--- src/rtl/version_pkg.sv ---
// Build identification constants. The build flow regenerates this file with
// the real version and timestamp of each bitstream.
package version_pkg;
  localparam logic [7:0]  MAJOR  = 8'h01;
  localparam logic [7:0]  MINOR  = 8'h02;
  localparam logic [7:0]  PATCH  = 8'h03;
  localparam logic [7:0]  BUILD  = 8'h04;
  localparam logic [15:0] YEAR   = 16'h2026;
  localparam logic [7:0]  MONTH  = 8'h01;
  localparam logic [7:0]  DAY    = 8'h14;
  localparam logic [7:0]  HOUR   = 8'h11;
  localparam logic [7:0]  MINUTE = 8'h20;
  localparam logic [7:0]  SECOND = 8'h43;
endpackage

--- src/rtl/version_reporter.sv ---
// version_reporter
// Streams a 13-byte identification frame on a valid/ready byte interface:
// sync byte, 11 payload bytes (version + timestamp) and a checksum byte.
//
// Ports:
//   clk        sole clock
//   rst        asynchronous active-high reset; aborts any frame in progress
//   req        frame request, sampled every clk edge
//   out_valid  out_data holds a frame byte
//   out_ready  downstream accepts the byte when out_valid && out_ready
//   out_data   frame byte
//   out_last   high with the checksum byte
//   busy       frame in progress or a request pending
//
// Build option: VERSION_REPORTER_CRC8_EN replaces the XOR checksum with a
// CRC-8 (poly 0x07, init 0x00, MSB-first, no reflection, no final XOR).
//
// state | meaning
// IDLE  | nothing presented, waiting for req
// SEND  | presenting frame byte r_idx (0..12)
module version_reporter #(
  parameter logic [7:0]  SYNC_BYTE      = 8'hA5,
  parameter logic [87:0] VERSION_FIELDS = {version_pkg::MAJOR, version_pkg::MINOR,
                                           version_pkg::PATCH, version_pkg::BUILD,
                                           version_pkg::YEAR,  version_pkg::MONTH,
                                           version_pkg::DAY,   version_pkg::HOUR,
                                           version_pkg::MINUTE, version_pkg::SECOND}
) (
  input  logic       clk,
  input  logic       rst,
  input  logic       req,
  output logic       out_valid,
  input  logic       out_ready,
  output logic [7:0] out_data,
  output logic       out_last,
  output logic       busy
);

  typedef enum logic {ST_IDLE, ST_SEND} state_t;

  state_t     r_state;
  logic [3:0] r_idx;
  logic [7:0] r_csum;
  logic       r_pending;

  logic       w_hs;
  logic [3:0] w_idx_nxt;
  logic [7:0] w_cur_field;
  logic [7:0] w_nxt_field;
  logic [7:0] w_csum_upd;

  // Payload byte for frame index 1..11; zero elsewhere.
  function automatic logic [7:0] field_byte(input logic [3:0] idx);
    logic [7:0] b;
    b = 8'h00;
    for (int k = 1; k <= 11; k++) begin
      if (idx == k[3:0]) b = VERSION_FIELDS[87 - 8*(k-1) -: 8];
    end
    return b;
  endfunction

  function automatic logic [7:0] csum_step(input logic [7:0] acc, input logic [7:0] b);
`ifdef VERSION_REPORTER_CRC8_EN
    logic [7:0] c;
    c = acc ^ b;
    for (int k = 0; k < 8; k++) begin
      c = c[7] ? ((c << 1) ^ 8'h07) : (c << 1);
    end
    return c;
`else
    return acc ^ b;
`endif
  endfunction

  assign w_hs        = out_valid & out_ready;
  assign w_idx_nxt   = r_idx + 4'd1;
  assign w_cur_field = field_byte(r_idx);
  assign w_nxt_field = field_byte(w_idx_nxt);
  assign w_csum_upd  = csum_step(r_csum, w_cur_field);

  always_ff @(posedge clk or posedge rst) begin
    if (rst) begin
      r_state   <= ST_IDLE;
      r_idx     <= 4'd0;
      r_csum    <= 8'h00;
      r_pending <= 1'b0;
      out_valid <= 1'b0;
      out_data  <= 8'h00;
      out_last  <= 1'b0;
      busy      <= 1'b0;
    end else begin
      case (r_state)
        ST_IDLE: begin
          if (req) begin
            r_state   <= ST_SEND;
            r_idx     <= 4'd0;
            r_csum    <= 8'h00;
            out_valid <= 1'b1;
            out_data  <= SYNC_BYTE;
            out_last  <= 1'b0;
            busy      <= 1'b1;
          end
        end
        ST_SEND: begin
          if (w_hs && r_idx == 4'd12) begin
            // A request arriving on the final handshake is honoured directly,
            // so the follow-on frame starts without an idle cycle.
            r_pending <= 1'b0;
            r_idx     <= 4'd0;
            r_csum    <= 8'h00;
            out_last  <= 1'b0;
            if (r_pending || req) begin
              out_valid <= 1'b1;
              out_data  <= SYNC_BYTE;
              busy      <= 1'b1;
            end else begin
              r_state   <= ST_IDLE;
              out_valid <= 1'b0;
              out_data  <= 8'h00;
              busy      <= 1'b0;
            end
          end else begin
            if (req) r_pending <= 1'b1;
            if (w_hs) begin
              r_idx <= w_idx_nxt;
              // The sync byte (index 0) never enters the checksum.
              if (r_idx != 4'd0) r_csum <= w_csum_upd;
              out_data <= (w_idx_nxt == 4'd12) ? w_csum_upd : w_nxt_field;
              out_last <= (w_idx_nxt == 4'd12);
            end
          end
        end
        default: r_state <= ST_IDLE;
      endcase
    end
  end

endmodule

--- config.mk ---
export PLATFORM = sky130hd
export DESIGN_NAME = version_reporter
export DESIGN_NICKNAME = d
export VERILOG_FILES = /design/src/rtl/version_pkg.sv /design/src/rtl/version_reporter.sv
export SDC_FILE = /design/constraint.sdc
export NUM_CORES = 1
export LEC_CHECK = 0
export BUFFER_PORTS_ARGS = -buffer_cell sky130_fd_sc_hd__buf_2
export CAP_MARGIN = 20
export CORE_MARGIN = 2
export CORE_UTILIZATION = 50
export DETAILED_ROUTE_END_ITERATION = 16
export GPL_TIMING_DRIVEN = 0
export HOLD_SLACK_MARGIN = 0.1
export PLACE_DENSITY = 0.69
export SYNTH_ARGS = -nofsm -noshare
export SYNTH_HDL_FRONTEND = slang
export SYNTH_SLANG_ARGS = --single-unit
--- constraint.sdc ---
create_clock -name clk -period 4.4 [get_ports clk]
set_input_delay 1.1 -clock clk [delete_from_list [all_inputs] [get_ports clk]]
set_output_delay 1.1 -clock clk [all_outputs]
set_load 0.02 [all_outputs]
==> summary.txt, run 1 <==
Finish
  – Filler cell count: 252
  – Area Growth Syn to Fin: 11.1%
  – Commonest cells after routing, fill and taps aside: dfrtp_1, o21ai_0, buf_2, nand2_1, a21oi_1
  – Ant. Diodes: 0
  – Nets@finish: between 200 and 250
  – Commonest non-fill, non-tap cell in the layout: dfrtp_1
  – Layout cells sized above 1: 0.155

Floorplanning
  – Die width: a little under 60 um
  – Io pins: 15
  – # rows: 19
  – Core area: 2760 um2
  – Starting Density: 0.529
  – Die area: between 3000 and 4000 um2
  – Die H: just under 60 um

Clocking
  – Cts repair resizes: 0
  – CTS tree: done
  – Clock transition at path regs: ~0.12 ns
  – Clock latency on the worst-skew pair: 0.33 ns
  – Num CTS Buffers: 3
  – Root buffer cell: clkbuf_4
  – Hold buffer count at cts: 0
  – Clock Tree Buf Depth: 2
  – H-tree lvl count: 1
  – Total setup buffers inserted after CTS: 0
  – CTS sink count: 22

GRT
  – Total gr overflow: 0
  – Largest net degree at the start of global routing: 23
  – Vias in the first global route: 1,338
  – Antenna violations before repair: 0
  – First-pass GRT wire length: about 6400 um
  – GRT Total Usage: 0.252

Yosys
  – Syn Inst Count: approximately 180
  – Seq/Total Area, Yosys: 0.377
  – FF+latch count, synth: 22
  – Ys flop type: dfrtp_1
  – Synth warnings: 0
  – Mapped Area: 1460 um2
  – Top cell type's share of synthesized area: 0.377
  – Avg Cell Area, Syn: 8.30 um2
  – Syn nets: 185
  – Synth area leader: dfrtp_1
  – Post-synth EDFFs: 0
  – Top cells by area, synth: dfrtp_1, o21ai_0, a21oi_1, nand2_1, ha_1
  – Share of flip-flops with an asynchronous set or reset: 1.00
  – Synth cell types: 43

Status
  – Status: finished, final reports clean

Setup path
  – Internal reg-to-reg setup slack: 2.21 ns
  – Reg-to-reg endpoint: r_csum[4]
  – Worst Path Max Fanout: 6
  – Kind of critical path: input pin to flip-flop
  – Setup crit end kind: flip-flop
  – Critical path launch point type: input pin
  – CP Data Required Time: 4.60 ns
  – Slowest-stage cell, CP: o21ai_0
  – Arrival time worst endpoint: 2.63 ns
  – Critical path, cell by cell: buf_2 -> inv_1 -> o21ai_0 -> o31ai_1 -> o21ai_0 -> o41ai_1
  – Most frequent cell on the critical path: o21ai_0
  – R2R Path Start: r_idx[0]
  – Worst r2r path cells: 6
  – Slowest stage delay, CP: 0.56 ns

Timing
  – Fin. max-slew vios: 0
  – Setup violators final: 0
  – Relative slew slack: 0.426
  – RSZ-0062 raised after global routing: no
  – Max Freq: 0.413 GHz
  – TNS Setup: 0 ns
  – Final hold viol count: 0
  – Skew final: around 0.016 ns
  – Worst-margin pin slew: about 0.86 ns
  – Worst hold slack: 0.488 ns
  – Period utilization: 0.551
  – Tmin final: between 2 and 2.5 ns

Placement
  – Routability cong.: 0.884
  – Port Buf Inserts: 14
  – Hpwl dp: 2780 um

Worst hold path
  – Hold Path Stages: 1
  – Worst Hold Class: flip-flop to flip-flop
  – Worst hold endpoint: out_last
  – Hold_sp: out_last

Drt
  – DRC: 0
  – Via/cell ratio: 6.36
  – Initial DRC Count: between 70 and 80
  – Antenna-violating nets left: 0
  – DRT Pass-1 Iters: 4
  – Total number of vias: 1,430
  – Total wire length: 3770 um
  – Drt wl/cell: approximately 17 um

Flow run
  – MaxCap Viol Count: 0

Power
  – Pwr per Cell Area: between 500 and 600 nW/um2
  – P_leak: about 0.70 nW
  – Max VDD drop: roughly 360 uV
[cell families after synthesis]
logic type	synth area share
AOI/OAI and AO/OA	0.295
xor gates and xnor gates	0.0240
adders and majority gates	0.0428
buffers and inverters	0.0557
DFF	0.377
and+or+nand+nor	0.206
[state kept, by name, summed over array words and instances (netlist names)]
| name | cells |
|---|---|
| out_data | 8 |
| out_last | 1 |
| r_state | 1 |
| r_csum | 6 |
| r_idx | 4 |
| busy | 1 |
| r_pending | 1 |
[Yosys cell counts (2+ instances only)]
| master | instances |
|---|---|
| ha_1 | 5 |
| buf_1 | 2 |
| clkbuf_1 | 2 |
| inv_1 | 7 |
| o21ai_0 | 18 |
| a31o_2 | 2 |
| nand2_1 | 17 |
| nand3_1 | 6 |
| dfrtp_1 | 22 |
| o31ai_1 | 6 |
| a21o_1 | 3 |
| o21a_1 | 3 |
| a21oi_1 | 17 |
| nand4_1 | 4 |
| nand2b_1 | 7 |
| and2_1 | 2 |
| nor2_1 | 16 |
| or3_1 | 2 |
| a31oi_1 | 5 |
| xnor2_1 | 4 |
| nor3_1 | 2 |
| buf_2 | 3 |
[per-layer routing]
metal / vias to the layer above / GRT usage / wire (um)
met5: - / 0 / 0
li1: 677 / - / -
met4: 0 / 0.106 / 76
met1: 695 / 0.359 / 1710
met3: 9 / 0.0290 / 244
met2: 49 / 0.388 / 1740
[cell type report]
class | count | area [um2] | share of cell area
Buffer | 9 | 48.8 | 0.0301
Timing Repair Buffer | 14 | 70.1 | 0.0432
Multi-Input combinational cell | 137 | 828 | 0.511
Clock inverter | 1 | 30.0 | 0.0185
Tap cell | 31 | 38.8 | 0.0239
Sequential cell | 22 | 551 | 0.340
Inverter | 8 | 32.5 | 0.0201
Clock buffer | 3 | 22.5 | 0.0139
[metrics by stage]
step                power [mW]  cells   util  worst slack [ns]  instance area, um2
floorplan                0.636    176      -              2.28                1460
global placement         0.745    221  0.569              1.73                1570
detailed placement       0.756    221  0.569              1.65                1570
CTS                      0.917    225  0.588              2.00                1620
global route             0.987    225  0.588              1.86                1620
finish                   0.921    225  0.588              1.98                1620
[power by group]
group | internal (mW) | switching (mW) | total (mW) | leakage, nW
Combinational | 0.169 | 0.297 | 0.466 | 0.400
Sequential | 0.253 | 0.0404 | 0.293 | 0.276
Clock | 0.0922 | 0.0693 | 0.162 | 0.0279
Total | 0.514 | 0.407 | 0.921 | 0.705
[critical path, delay by kind of cell]
kind	cells	cell delay, ns
AO/OA/AOI/OAI	4	1.36
buffers and inverters	2	0.16
[worst max-delay path by stage]
stage                     startpoint        end  slack (ns)  cells after the start
final                            req  r_csum[4]        1.98                      6
after global routing             req  r_csum[4]        1.86                      6
after CTS                        req  r_csum[4]        2.00                      6
after detailed placement         req  r_csum[4]        1.65                      6
after global placement           req  r_csum[1]        1.73                      6
after floorplan                  req  r_csum[4]        2.28                      5
Power figures use the tool's default switching activity.
==> run 2, diff against run 1 <==
Clock period 4.4 ns to 2.25 ns, I/O delays scaled along.
==> run 2 against run 1 <==
Compared with the run above: combinational power increased by 97%; wire length decreased by 0.16%; setup slack got worse by 1.8 ns; first-iteration DRC count increased by 5.3%; sequential power increased by 96%.
==> summary.txt, run 2 (synthesis gave the netlist of run 1 again) <==
GRT
  – Vias in the first global route: about 1,300
  – Total gr overflow: 0
  – Largest net degree at the start of global routing: 23
  – GRT Total Usage: 0.252
  – First-pass GRT wire length: 6420 um
  – Antenna violations before repair: 0

Placement
  – Inst Count DP: 221
  – Hpwl dp: 2780 um
  – Routability cong.: a little under 0.9
  – Port Buf Inserts: 14
  – Post-DP Area: 1570 um2
  – Pre-CTS WS: between 0.04 and 0.05 ns

Drt
  – Initial DRC Count: 79
  – Total number of vias: around 1,400
  – Via/cell ratio: 6.39
  – DRC: 0
  – DRT Pass-1 Iters: 4
  – Antenna-violating nets left: 0
  – Drt wl/cell: 16.7 um
  – Total wire length: 3770 um

Setup path
  – Worst Path Max Fanout: 7
  – Worst setup path start: r_idx[0]
  – Critical path, cell by cell: inv_1 -> ha_1 -> nand3_1 -> nor2_1 -> nor2_1 -> a32o_1
  – Top delay family on crit path: simple AND/OR/NAND/NOR gates
  – R2R Path Start: r_idx[0]
  – CP Data Required Time: 2.49 ns
  – Kind of critical path: flip-flop to flip-flop
  – Slowest-stage cell, CP: dfrtp_1
  – Most frequent cell on the critical path: nor2_1
  – Slowest stage delay, CP: around 0.48 ns
  – Arrival time worst endpoint: 2.28 ns
  – Setup crit end kind: flip-flop
  – Critical path launch point type: flip-flop
  – WP buf/inv: 1

Finish
  – Commonest cells after routing, fill and taps aside: dfrtp_1, o21ai_0, buf_2, nand2_1, a21oi_1
  – Layout cells sized above 1: 0.165
  – Final Cell Area: 1630 um2
  – Core Util, Final: 0.590
  – FF+latch area: 551 um2
  – Fin cells: 225
  – Biggest register: out_data
  – Filler cell count: between 200 and 300
  – Area Growth Syn to Fin: 11.5%
  – Area of the multi-input gates: 833 um2
  – Biggest regs: out_data: 8 flops, r_csum: 6 flops, r_idx: 4 flops
  – Commonest non-fill, non-tap cell in the layout: dfrtp_1
  – Nets@finish: just over 200
  – Ant. Diodes: 0
  – Max reg flops: 8

Floorplanning
  – Die H: 58.0 um
  – Core area: 2760 um2
  – Io pins: 15
  – Die area: ~3400 um2
  – # rows: 19
  – Starting Density: 0.529
  – Die width: 58.0 um

Clocking
  – CTS sink count: 22
  – Clock Tree Buf Depth: 2
  – H-tree lvl count: 1
  – Num CTS Buffers: 3
  – Clock latency on the worst-skew pair: 0.33 ns
  – Clock transition at path regs: between 0.1 and 0.15 ns
  – Root buffer cell: clkbuf_4
  – Total setup buffers inserted after CTS: 0
  – Cts repair resizes: 0
  – Hold buffer count at cts: 0
  – CTS tree: done

Status
  – Status: finished, final reports clean

Power
  – Pwr per Cell Area: 1110 nW/um2
  – P_leak: 0.708 nW
  – Max VDD drop: 705 uV
  – Total power draw: 1.81 mW

Flow run
  – MaxCap Viol Count: 0

Timing
  – Max Freq: 0.489 GHz
  – Setup violators final: 0
  – Worst-margin pin slew: 0.839 ns
  – Skew final: 0.0120 ns
  – RSZ-0062 raised after global routing: no
  – Fin. max-slew vios: 0
  – Final hold viol count: 0
  – TNS Setup: 0 ns
  – Period utilization: 0.909
  – Relative slew slack: 0.438
  – Tmin final: around 2.0 ns
  – Worst hold slack: ~0.38 ns
  – Worst Setup Slack, final: 0.204 ns

Worst hold path
  – Worst Hold Class: input pin to async pin
-- run 2: report_power, final --
group | total [mW] | internal [mW] | leakage [nW] | switching, mW
registers | 0.575 | 0.495 | 0.276 | 0.0805
clock network | 0.316 | 0.180 | 0.0279 | 0.135
logic | 0.916 | 0.333 | 0.403 | 0.582
total | 1.81 | 1.01 | 0.708 | 0.798
-- run 2: final cells by class --
cell class,count,share of cell area
clock buffers,3,0.0138
repair buffers,14,0.0430
inverters,8,0.0200
flip-flops and latches,22,0.338
plain buffers,9,0.0307
well taps,31,0.0238
multi-input cells,137,0.512
clock inverters,1,0.0184
-- run 2: metal layers --
| layer | part of all wire | vias up | track usage | routed length, um |
|---|---|---|---|---|
| li1 | - | 681 | - | - |
| met4 | 0.026 | 0 | 0.106 | 99 |
| met3 | 0.049 | 11 | 0.0290 | 185 |
| met1 | 0.45 | 697 | 0.359 | 1700 |
| met2 | 0.47 | 48 | 0.388 | 1790 |
| met5 | 0 | - | 0 | 0 |
-- run 2: worst paths after layout --
check	to	slack, ns	cells after the start
worst min register to register	out_last	0.49	1
max in group asynchronous	r_state	1.35	2
worst min-delay path	r_pending	0.38	2
min in group clk	out_last	0.49	1
worst max register to register	r_idx[1]	0.20	6
worst max-delay path	r_idx[1]	0.20	6
==> run 3, diff against run 2 <==
Settings changed: CORE_MARGIN 2 to 1.5.
Clock period 2.25 ns to 2.1 ns, I/O delays scaled along.
==> run 3 against run 2 <==
Compared with the run above: sequential power rose by 7.1%; count of clock-buffer cells in the layout is the same; highest routed layer unchanged; largest cell class unchanged; fmax increased by 1.8%; die area shrank 3.4%; critical path depth down 1; combinational power up 8.0%; clock skew decreased by 0.0090 ns; non-clock buffer count unchanged; setup slack got worse by 0.11 ns; power rose by 7.7%; register-to-register slack got worse by 0.11 ns.
==> summary.txt, run 3 (synthesis gave the netlist of run 1 again) <==
Floorplanning
  – # rows: 19
  – Die area: 3250 um2
  – Die width: 57.0 um
  – Starting Density: 0.529
  – Core area: 2760 um2
  – Die H: 57.0 um
  – Io pins: 15

Power
  – Part of the power in registers: 0.316
  – Cell internal pwr: 1.09 mW
  – Combinational power share: 0.508
  – Clock share of power: 0.175
  – Total power draw: between 1.5 and 2 mW
  – P_leak: approximately 0.70 nW
  – Max VDD drop: 694 uV
  – Sw Share: 0.440
  – Pwr per Cell Area: 1180 nW/um2
  – Switching power: 856 uW

Finish
  – Layout cells sized above 1: 0.186
  – Area Growth Syn to Fin: 12.6%
  – Nets@finish: 204
  – Commonest cells after routing, fill and taps aside: dfrtp_1, o21ai_0, buf_2, nand2_1, a21oi_1
  – Biggest register: out_data
  – Max reg flops: 8
  – Biggest regs: out_data: 8 flops, r_csum: 6 flops, r_idx: 4 flops
  – Commonest non-fill, non-tap cell in the layout: dfrtp_1
  – Ant. Diodes: 0
  – Core Util, Final: 0.596

Timing
  – Setup violators final: 0
  – Worst-margin pin slew: 0.867 ns
  – Worst hold slack: about 0.35 ns
  – Tmin final: 2.01 ns
  – Fin. max-slew vios: 0
  – Period utilization: 0.957
  – Relative slew slack: 0.421
  – Skew final: 0.00301 ns
  – Worst Setup Slack, final: 0.0908 ns
  – Max Freq: 0.498 GHz
  – Final hold viol count: 0
  – RSZ-0062 raised after global routing: no

Drt
  – Drt wl/cell: 16.4 um
  – Initial DRC Count: 85
  – DRC: 0
  – DRT Pass-1 Iters: 4
  – Total wire length: 3690 um
  – Antenna-violating nets left: 0
  – Total number of vias: roughly 1,400
  – Via/cell ratio: 6.21

Clocking
  – Clock latency on the worst-skew pair: 0.33 ns
  – Clock transition at path regs: 0.14 ns
  – CTS sink count: 22
  – Clock Tree Buf Depth: 2
  – CTS tree: done
  – H-tree lvl count: 1
  – Root buffer cell: clkbuf_4
  – Hold buffer count at cts: 0
  – Num CTS Buffers: 3

Placement
  – Pre-CTS WS: -0.0351 ns
  – Hpwl dp: 2710 um
  – Port Buf Inserts: 14
  – Routability cong.: 0.889

Status
  – Status: finished, final reports clean

GRT
  – Vias in the first global route: 1,312
  – Total gr overflow: 0
  – GRT Total Usage: 0.251
  – Antenna violations before repair: 0
  – Largest net degree at the start of global routing: 23
  – First-pass GRT wire length: 6380 um

Flow run
  – MaxCap Viol Count: 0

Setup path
  – Setup crit end kind: flip-flop
  – CP Data Required Time: between 2 and 2.5 ns
  – Worst Path Max Fanout: 10
  – Kind of critical path: flip-flop to flip-flop
  – Critical path launch point type: flip-flop
  – Arrival time worst endpoint: 2.23 ns

Worst hold path
  – Worst Hold Class: input pin to async pin
run 3: cell counts in the layout (fill, tap and decap cells not counted):
Identical to the previous run, type by type.
run 3: repair_timing:
item | CTS | global route
gates resized for setup | 1 | 8
buffers inserted | 0 | 0
pin swaps | 0 | 0
setup endpoints to repair | 1 | 10
run 3: routing by layer:
metal,share of wire,track usage,vias to the layer above,wire [um]
li1,-,-,679,-
met1,0.46,0.371,673,1700
met2,0.49,0.389,41,1800
met4,0.010,0.0797,0,37
met3,0.041,0.0227,4,150
met5,0,0,-,0
run 3: power groups by stage:
stage | Sequential [mW] | Combinational [mW] | Clock (mW)
2_1_floorplan | 0.652 | 0.681 | 0
3_3_place_gp | 0.617 | 0.942 | 0
3_5_place_dp | 0.623 | 0.959 | 0
4_1_cts | 0.613 | 0.965 | 0.345
5_1_grt | 0.633 | 1.11 | 0.359
6_report | 0.616 | 0.989 | 0.341
run 3: worst paths after layout:
kind / startpoint / end / slack (ns) / cells past startpoint
max in group asynchronous: rst / r_idx[0] / 1.17 / 2
max: r_state / r_csum[4] / 0.09 / 5
min: rst / out_data[2] / 0.35 / 2
min reg2reg: out_last / out_last / 0.49 / 1
min in group clk: req / r_state / 0.43 / 3
max reg2reg: r_state / r_csum[4] / 0.09 / 5
run 3: final cells by class:
cell class	instances	area, um2
Fill cell	261	1110
Multi-Input combinational cell	137	846
Sequential cell	22	552
Timing Repair Buffer	14	70.1
Buffer	9	52.6
Tap cell	31	38.8
Inverter	8	32.5
Clock inverter	1	30.0
Clock buffer	3	22.5
run 3: worst max-delay path, cell delays in order, from the launching register on:
cell and delay, ns:
dfrtp_1 0.38, buf_2 0.17, o21ai_0 0.67, o31ai_2 0.29
o21ai_0 0.26, o41ai_1 0.11
run 3: per-stage QoR:
step	instance area [um2]	cells	TNS [ns]
2_1_floorplan	1460	176	0
3_3_place_gp	1570	221	-0.0352
3_5_place_dp	1570	221	-0.0859
4_1_cts	1620	225	0
5_1_grt	1640	225	0
6_report	1640	225	0
